==> src/rtl/ci_dispatch_pkg.sv <==
// rtl/ci_dispatch_pkg.sv - shared types and constants for the custom-instruction dispatcher
package ci_dispatch_pkg;

    typedef enum logic [1:0] {
        ST_IDLE,
        ST_ISSUE,
        ST_WAIT,
        ST_RESPOND
    } state_t;

    localparam int          N_UNITS      = 4;
    localparam logic [31:0] TIMEOUT_WORD = 32'hDEADBEEF;

    localparam int STAT_TO_LSB   = 0;
    localparam int STAT_TO_W     = 8;
    localparam int STAT_DONE_LSB = 8;
    localparam int STAT_DONE_W   = 16;
    localparam int STAT_LAST_LSB = 24;
    localparam int STAT_LAST_W   = 4;

    function automatic logic [31:0] status_word(
        input logic [STAT_TO_W-1:0]   to_cnt,
        input logic [STAT_DONE_W-1:0] done_cnt,
        input logic [STAT_LAST_W-1:0] last_unit
    );
        logic [31:0] w;
        w = '0;
        w[STAT_TO_LSB   +: STAT_TO_W]   = to_cnt;
        w[STAT_DONE_LSB +: STAT_DONE_W] = done_cnt;
        w[STAT_LAST_LSB +: STAT_LAST_W] = last_unit;
        return w;
    endfunction

endpackage

==> src/rtl/ci_dispatcher_sat_counter.sv <==
// rtl/ci_dispatcher_sat_counter.sv - saturating up-counter with synchronous clear
module sat_counter #(
    parameter int W = 8
) (
    input  logic         clock,
    input  logic         reset,
    input  logic         clear,
    input  logic         inc,
    output logic [W-1:0] count
);

    always_ff @(posedge clock or negedge reset) begin
        if (!reset) begin
            count <= '0;
        end else if (clear) begin
            count <= '0;
        end else if (inc && (count != '1)) begin
            count <= count + W'(1);
        end
    end

endmodule

==> src/rtl/ci_dispatcher.sv <==
// rtl/ci_dispatcher.sv - routes CPU custom instructions to four units and returns their results
module ci_dispatcher
    import ci_dispatch_pkg::*;
#(
    parameter logic [7:0] ID0       = 8'd8,
    parameter logic [7:0] ID1       = 8'd9,
    parameter logic [7:0] ID2       = 8'd10,
    parameter logic [7:0] ID3       = 8'd11,
    parameter logic [7:0] STATUS_ID = 8'hFF,
    parameter int         TIMEOUT   = 255
) (
    input  logic         clock,
    input  logic         reset,
    input  logic         start,
    input  logic [7:0]   ciN,
    input  logic [31:0]  valueA,
    input  logic [31:0]  valueB,
    output logic         done,
    output logic [31:0]  result,
    output logic [3:0]   unitStart,
    output logic [31:0]  unitValueA,
    output logic [31:0]  unitValueB,
    input  logic [3:0]   unitDone,
    input  logic [127:0] unitResult,
    output logic         busy,
    output logic         timeoutErr
);

    localparam logic [7:0]  UNIT_IDS [N_UNITS] = '{ID0, ID1, ID2, ID3};
    localparam logic [15:0] TO_LIMIT = TIMEOUT[15:0];

    state_t      state_q, state_d;
    logic [1:0]  sel_q;
    logic [31:0] a_q, b_q, res_q, res_d;
    logic [15:0] wcnt_q;
    logic [3:0]  last_q;
    logic [7:0]  to_cnt;
    logic [15:0] done_cnt;
    logic        hit, inc_to, inc_done;
    logic [1:0]  hit_idx;
    logic        sel_done;
    logic [31:0] sel_res;

    // Scan downward so the lowest matching index is the one left standing.
    always_comb begin
        hit     = 1'b0;
        hit_idx = 2'd0;
        for (int k = N_UNITS - 1; k >= 0; k--) begin
            if (ciN == UNIT_IDS[k]) begin
                hit     = 1'b1;
                hit_idx = 2'(k);
            end
        end
    end

    assign sel_done = unitDone[sel_q];
    assign sel_res  = unitResult[{sel_q, 5'd0} +: 32];

    always_ff @(posedge clock or negedge reset) begin
        if (!reset) state_q <= ST_IDLE;
        else        state_q <= state_d;
    end

    always_comb begin
        state_d  = state_q;
        res_d    = res_q;
        inc_to   = 1'b0;
        inc_done = 1'b0;
        case (state_q)
            ST_IDLE: begin
                if (start) begin
                    if (hit) begin
                        state_d = ST_ISSUE;
                    end else begin
                        state_d = ST_RESPOND;
                        res_d   = (ciN == STATUS_ID) ? status_word(to_cnt, done_cnt, last_q) : '0;
                    end
                end
            end
            ST_ISSUE: begin
                if (sel_done) begin
                    res_d    = sel_res;
                    inc_done = 1'b1;
                    state_d  = ST_RESPOND;
                end else begin
                    state_d = ST_WAIT;
                end
            end
            ST_WAIT: begin
                // A unit answer in the timeout cycle beats the timeout.
                if (sel_done) begin
                    res_d    = sel_res;
                    inc_done = 1'b1;
                    state_d  = ST_RESPOND;
                end else if (wcnt_q == TO_LIMIT) begin
                    res_d   = TIMEOUT_WORD;
                    inc_to  = 1'b1;
                    state_d = ST_RESPOND;
                end
            end
            ST_RESPOND: state_d = ST_IDLE;
            default:    state_d = ST_IDLE;
        endcase
    end

    always_ff @(posedge clock or negedge reset) begin
        if (!reset) begin
            sel_q  <= '0;
            a_q    <= '0;
            b_q    <= '0;
            res_q  <= '0;
            wcnt_q <= '0;
            last_q <= '0;
        end else begin
            res_q <= res_d;
            if (state_q == ST_IDLE && start) begin
                sel_q <= hit_idx;
                a_q   <= valueA;
                b_q   <= valueB;
            end
            if (state_q == ST_ISSUE)     wcnt_q <= 16'd1;
            else if (state_q == ST_WAIT) wcnt_q <= wcnt_q + 16'd1;
            if (inc_done) last_q <= 4'b0001 << sel_q;
        end
    end

    sat_counter #(.W(STAT_TO_W)) u_to_cnt (
        .clock (clock),
        .reset (reset),
        .clear (1'b0),
        .inc   (inc_to),
        .count (to_cnt)
    );

    sat_counter #(.W(STAT_DONE_W)) u_done_cnt (
        .clock (clock),
        .reset (reset),
        .clear (1'b0),
        .inc   (inc_done),
        .count (done_cnt)
    );

    assign done       = (state_q == ST_RESPOND);
    assign result     = done ? res_q : '0;
    assign busy       = (state_q != ST_IDLE);
    assign unitStart  = (state_q == ST_ISSUE) ? (4'b0001 << sel_q) : 4'b0000;
    assign unitValueA = a_q;
    assign unitValueB = b_q;
    assign timeoutErr = inc_to;

endmodule

==> config.mk <==
export PLATFORM = sky130hd
export DESIGN_NAME = ci_dispatcher
export DESIGN_NICKNAME = d
export VERILOG_FILES = /design/src/rtl/ci_dispatch_pkg.sv /design/src/rtl/ci_dispatcher_sat_counter.sv /design/src/rtl/ci_dispatcher.sv
export SDC_FILE = /design/constraint.sdc
export NUM_CORES = 1
export LEC_CHECK = 0
export ABC_AREA = 1
export CAP_MARGIN = 20
export CELL_PAD_IN_SITES_DETAIL_PLACEMENT = 2
export CELL_PAD_IN_SITES_GLOBAL_PLACEMENT = 2
export CORE_ASPECT_RATIO = 0.7
export CORE_MARGIN = 2
export CORE_UTILIZATION = 25
export CTS_CLUSTER_SIZE = 25
export DETAILED_ROUTE_END_ITERATION = 6
export PLACE_DENSITY = 0.94
export SYNTH_ARGS = -nofsm -noshare
export SYNTH_HDL_FRONTEND = slang
export SYNTH_SLANG_ARGS = --single-unit
==> constraint.sdc <==
create_clock -name clock -period 4.11 [get_ports clock]
set_input_delay 0.6165 -clock clock [delete_from_list [all_inputs] [get_ports clock]]
set_output_delay 0.6165 -clock clock [all_outputs]
set_load 0.005 [all_outputs]
==> out/qor.log <==
INFO  outcome        run_status=complete, no violations
INFO  power          power=6.933mW
INFO  cts            tritoncts=yes
INFO  setup_path     critical_path.max_stage_delay=0.57ns
INFO  final_layout   num-nets-final=1743
INFO  final_layout   ff_latch_area=0.003603mm^2
INFO  sta            finalSetupViolCount=0
INFO  sta            fin_worst_skew=0.007121ns
INFO  setup_path     crit_chain=buf_4 > inv_2 > nand3_1 > nand2_1 > nor2_4 > nand2_2 > nor3_1 > clkdlybuf4s50_1
INFO  setup_path     start_kind=register
INFO  setup_path     cp.required=3.49ns
INFO  cts            post_cts.resized_instances=0
INFO  yosys          gate_count_of_the_mapped_netlist=1240
INFO  yosys          post_synth.cell_area_avg=6.620um^2
INFO  routing        detail_route.vias_per_cell=4.633
INFO  setup_path     cp_num_buf_inv=3
INFO  routing        first_pass_iters=4
INFO  floorplanning  initial_core_utilization=0.2538
INFO  setup_path     path_class=reg2out
INFO  power          power_density=562.3mW/mm^2
INFO  setup_path     worstSetupEndpointType=output port
INFO  sta            setup_slack=0.8804ns
INFO  floorplanning  fp.dieArea=0.03433mm^2
INFO  cts            cts_hold_repair.buffers=0
INFO  routing        drc=0
INFO  sta            period_needed=3.230ns
INFO  floorplanning  io_pins=310
INFO  yosys          sequential_element_share_of_the_synthesized_area=0.4390
INFO  floorplanning  chipHeight=155.6um
INFO  sta            grt_setup_unrepaired=false
INFO  cts            clock_tree.htree_level_count=4
INFO  global_routing grt_pass1_vias=10191
INFO  final_layout   final_layout_size_suffix_gt1_frac=0.04023
INFO  cts            numClockSinks=144
INFO  floorplanning  num_rows=55
INFO  sta            total_negative_slack=0ns
INFO  power          peakVddDrop=0.3178mV
INFO  yosys          synth_area=0.008209mm^2
INFO  placement      place_ws=1.088ns
INFO  final_layout   n_fill_cell=3851
INFO  routing        drt_wl_total=35130um
INFO  global_routing global_route.usage.total=0.2111
INFO  cts            cts_inserted_buffers=17
INFO  min_path       worst_hold_path_type=in2async
INFO  floorplanning  die_width=220.6um
INFO  sta            timing.fmax=309.6MHz
INFO  final_layout   layout-area-overhead-vs-synth=50.21%
INFO  routing        vias=9118
INFO  yosys          ys_ff_latch=144
INFO  final_layout   num_antenna_cells=0
INFO  power          leakage=6.250nW
INFO  placement      hpwlAfterDp=26470um
INFO  cts            clk_path_buf_depth=2
INFO  sta            slew_headroom=0.3891
INFO  placement      count_of_input_and_output_buffers=309
INFO  final_layout   multi_input_area=0.004061mm^2
INFO  yosys          syn_nets=1455
INFO  global_routing grt_pass1_wl=56440um
INFO  setup_path     worst_path_dominant_cell_family=buffers and inverters
INFO  sta            timing_hold_violations_final=0
INFO  global_routing pin_count_of_the_biggest_net_entering_global_routing=91
INFO  setup_path     crit_path_max_fanout=23
INFO  final_layout   finalCoreUtilization=0.3812
INFO  routing        drt_iter0_drc=439
INFO  floorplanning  coreArea=0.03234mm^2
INFO  routing        detail-route-antenna-nets=0
INFO  yosys          ys.warnings.count=0
INFO  placement      place_congestion=0.8025
INFO  cts            cts-root-buf=sky130_fd_sc_hd__clkbuf_16
INFO  cts            clock_insertion_delay_worst_skew=0.44ns
INFO  global_routing grt_overflow=0
INFO  cts            cts.clk_slew.worst_paths=0.06ns
INFO  sta            timing_worst_slew_pin_value=0.9163ns
INFO  yosys          synthDistinctLibCells=32
INFO  job            drv.max_cap_violation_count=0
INFO  global_routing antenna_found_initial=0
INFO  sta            report.final.slew_viol_count=0
INFO  setup_path     slowest_stage=sky130_fd_sc_hd__clkdlybuf4s50_1
INFO  setup_path     cp_data_arrival_time=2.61ns
INFO  cts            post-cts-setup-buffers=0
INFO  routing        wl_per_cell=17.85um
INFO  sta            final_clock_period_utilization_by_the_worst_path=0.7858
[cell usage after synthesis]
master / number / share of area
sky130_fd_sc_hd__buf_6: 1 / 0.0014
sky130_fd_sc_hd__buf_2: 16 / 0.0098
sky130_fd_sc_hd__nand2_2: 1 / 0.00076
sky130_fd_sc_hd__nand3_2: 2 / 0.0024
sky130_fd_sc_hd__xnor2_1: 8 / 0.0085
sky130_fd_sc_hd__dfrtp_1: 144 / 0.44
sky130_fd_sc_hd__nor3b_1: 2 / 0.0018
sky130_fd_sc_hd__nand2_1: 688 / 0.31
sky130_fd_sc_hd__o21bai_1: 1 / 0.00091
sky130_fd_sc_hd__a22o_1: 1 / 0.0011
sky130_fd_sc_hd__inv_2: 4 / 0.0018
sky130_fd_sc_hd__buf_1: 5 / 0.0023
sky130_fd_sc_hd__inv_1: 76 / 0.035
sky130_fd_sc_hd__nand3b_1: 2 / 0.0018
sky130_fd_sc_hd__nor3_2: 1 / 0.0012
sky130_fd_sc_hd__o21ai_0: 18 / 0.011
sky130_fd_sc_hd__a21boi_0: 1 / 0.00091
sky130_fd_sc_hd__buf_4: 6 / 0.0055
sky130_fd_sc_hd__ha_1: 8 / 0.012
sky130_fd_sc_hd__nor3_1: 11 / 0.0067
sky130_fd_sc_hd__o21ai_1: 10 / 0.0061
sky130_fd_sc_hd__or2_2: 1 / 0.00076
sky130_fd_sc_hd__o211ai_1: 1 / 0.00091
sky130_fd_sc_hd__nor2_4: 4 / 0.0055
sky130_fd_sc_hd__nand3_1: 82 / 0.050
sky130_fd_sc_hd__clkbuf_1: 25 / 0.011
sky130_fd_sc_hd__nor2_1: 93 / 0.043
sky130_fd_sc_hd__nand4_1: 6 / 0.0046
sky130_fd_sc_hd__nor2_2: 2 / 0.0015
sky130_fd_sc_hd__a21oi_1: 6 / 0.0037
sky130_fd_sc_hd__xor2_1: 13 / 0.014
sky130_fd_sc_hd__nor4_1: 1 / 0.00076
[metal layers]
| layer | GRT usage | part of all wire | vias up |
|---|---|---|---|
| li1 | - | - | 4363 |
| met1 | 0.2715 | 0.45 | 4549 |
| met2 | 0.3592 | 0.49 | 164 |
| met3 | 0.04405 | 0.041 | 42 |
| met4 | 0.05778 | 0.018 | 0 |
| met5 | 0 | 0 | - |
[power by group]
part	switching (mW)	internal (mW)	leakage [nW]	total (mW)
combinational	1.82	1.28	4.06	3.10
clock	0.636	1.03	0.305	1.67
sequential	0.304	1.86	1.89	2.17
[layout make-up]
class | count | share of cell area
Multi-Input combinational cell | 963 | 0.3294
Sequential cell | 144 | 0.2922
Timing Repair Buffer | 322 | 0.2599
Tap cell | 427 | 0.04333
Clock buffer | 23 | 0.04039
Inverter | 80 | 0.02435
Clock inverter | 9 | 0.01045
[cell usage in the layout, fill, tap and decap left out, types with 8 or more instances in the layout]
| cell type | netlist | final |
|---|---|---|
| sky130_fd_sc_hd__nand2_1 | 688 | 687 |
| sky130_fd_sc_hd__clkdlybuf4s50_1 | 0 | 308 |
| sky130_fd_sc_hd__dfrtp_1 | 144 | 144 |
| sky130_fd_sc_hd__nor2_1 | 93 | 92 |
| sky130_fd_sc_hd__nand3_1 | 82 | 82 |
| sky130_fd_sc_hd__inv_1 | 76 | 76 |
| sky130_fd_sc_hd__o21ai_0 | 18 | 18 |
| sky130_fd_sc_hd__clkbuf_16 | 0 | 17 |
| sky130_fd_sc_hd__xor2_1 | 13 | 13 |
| sky130_fd_sc_hd__buf_4 | 6 | 12 |
| sky130_fd_sc_hd__nor3_1 | 11 | 11 |
| sky130_fd_sc_hd__o21ai_1 | 10 | 10 |
| sky130_fd_sc_hd__xnor2_1 | 8 | 8 |
| sky130_fd_sc_hd__ha_1 | 8 | 8 |
[sequential cells by signal (all words and copies together), names as in the netlist]
register and count:
u_to_cnt.count 8, u_done_cnt.count 16, unitValueB 32, state_q 2, unitValueA 32, last_q 4, sel_q 2, wcnt_q 16
res_q 32
[path summary, 6_finish.rpt]
path / depth (start not counted) / slack [ns] / from / endpoint
max: 8 / 0.88 / sel_q[0]$_DFFE_PN0P_ / timeoutErr
min: 1 / 0.26 / reset / res_q[0]$_DFFE_PN0P_
max reg2reg: 8 / 1.32 / state_q[0]$_DFFE_PN0P_ / res_q[13]$_DFFE_PN0P_
min reg2reg: 2 / 0.48 / unitValueB[26]$_DFFE_PN0P_ / unitValueB[26]$_DFFE_PN0P_
max in group asynchronous: 2 / 2.97 / reset / unitValueB[13]$_DFFE_PN0P_
min in group clock: 2 / 0.48 / unitValueB[26]$_DFFE_PN0P_ / unitValueB[26]$_DFFE_PN0P_
[stage by stage]
stage | cell area, um^2 | std cells | hold WS (ns)
after global routing | 12330 | 1968 | 0.3205
after global placement | 11700 | 1936 | 0.4547
after CTS | 12330 | 1968 | 0.2954
after floorplan | 8209 | 1240 | 0.3209
after detailed placement | 11700 | 1936 | 0.4683
final | 12330 | 1968 | 0.2622
[cell families (layout without fill, tap and decap cells)]
group,count (synthesis),count (layout),share of synthesized area
xor gates and xnor gates,21,21,0.02241
buffers and inverters,133,434,0.06691
and+or+nand+nor,896,896,0.4350
DFF,144,144,0.4390
AOI/OAI and AO/OA,38,38,0.02454
adders and majority gates,8,8,0.01219
(Power assumes the default switching activity.)
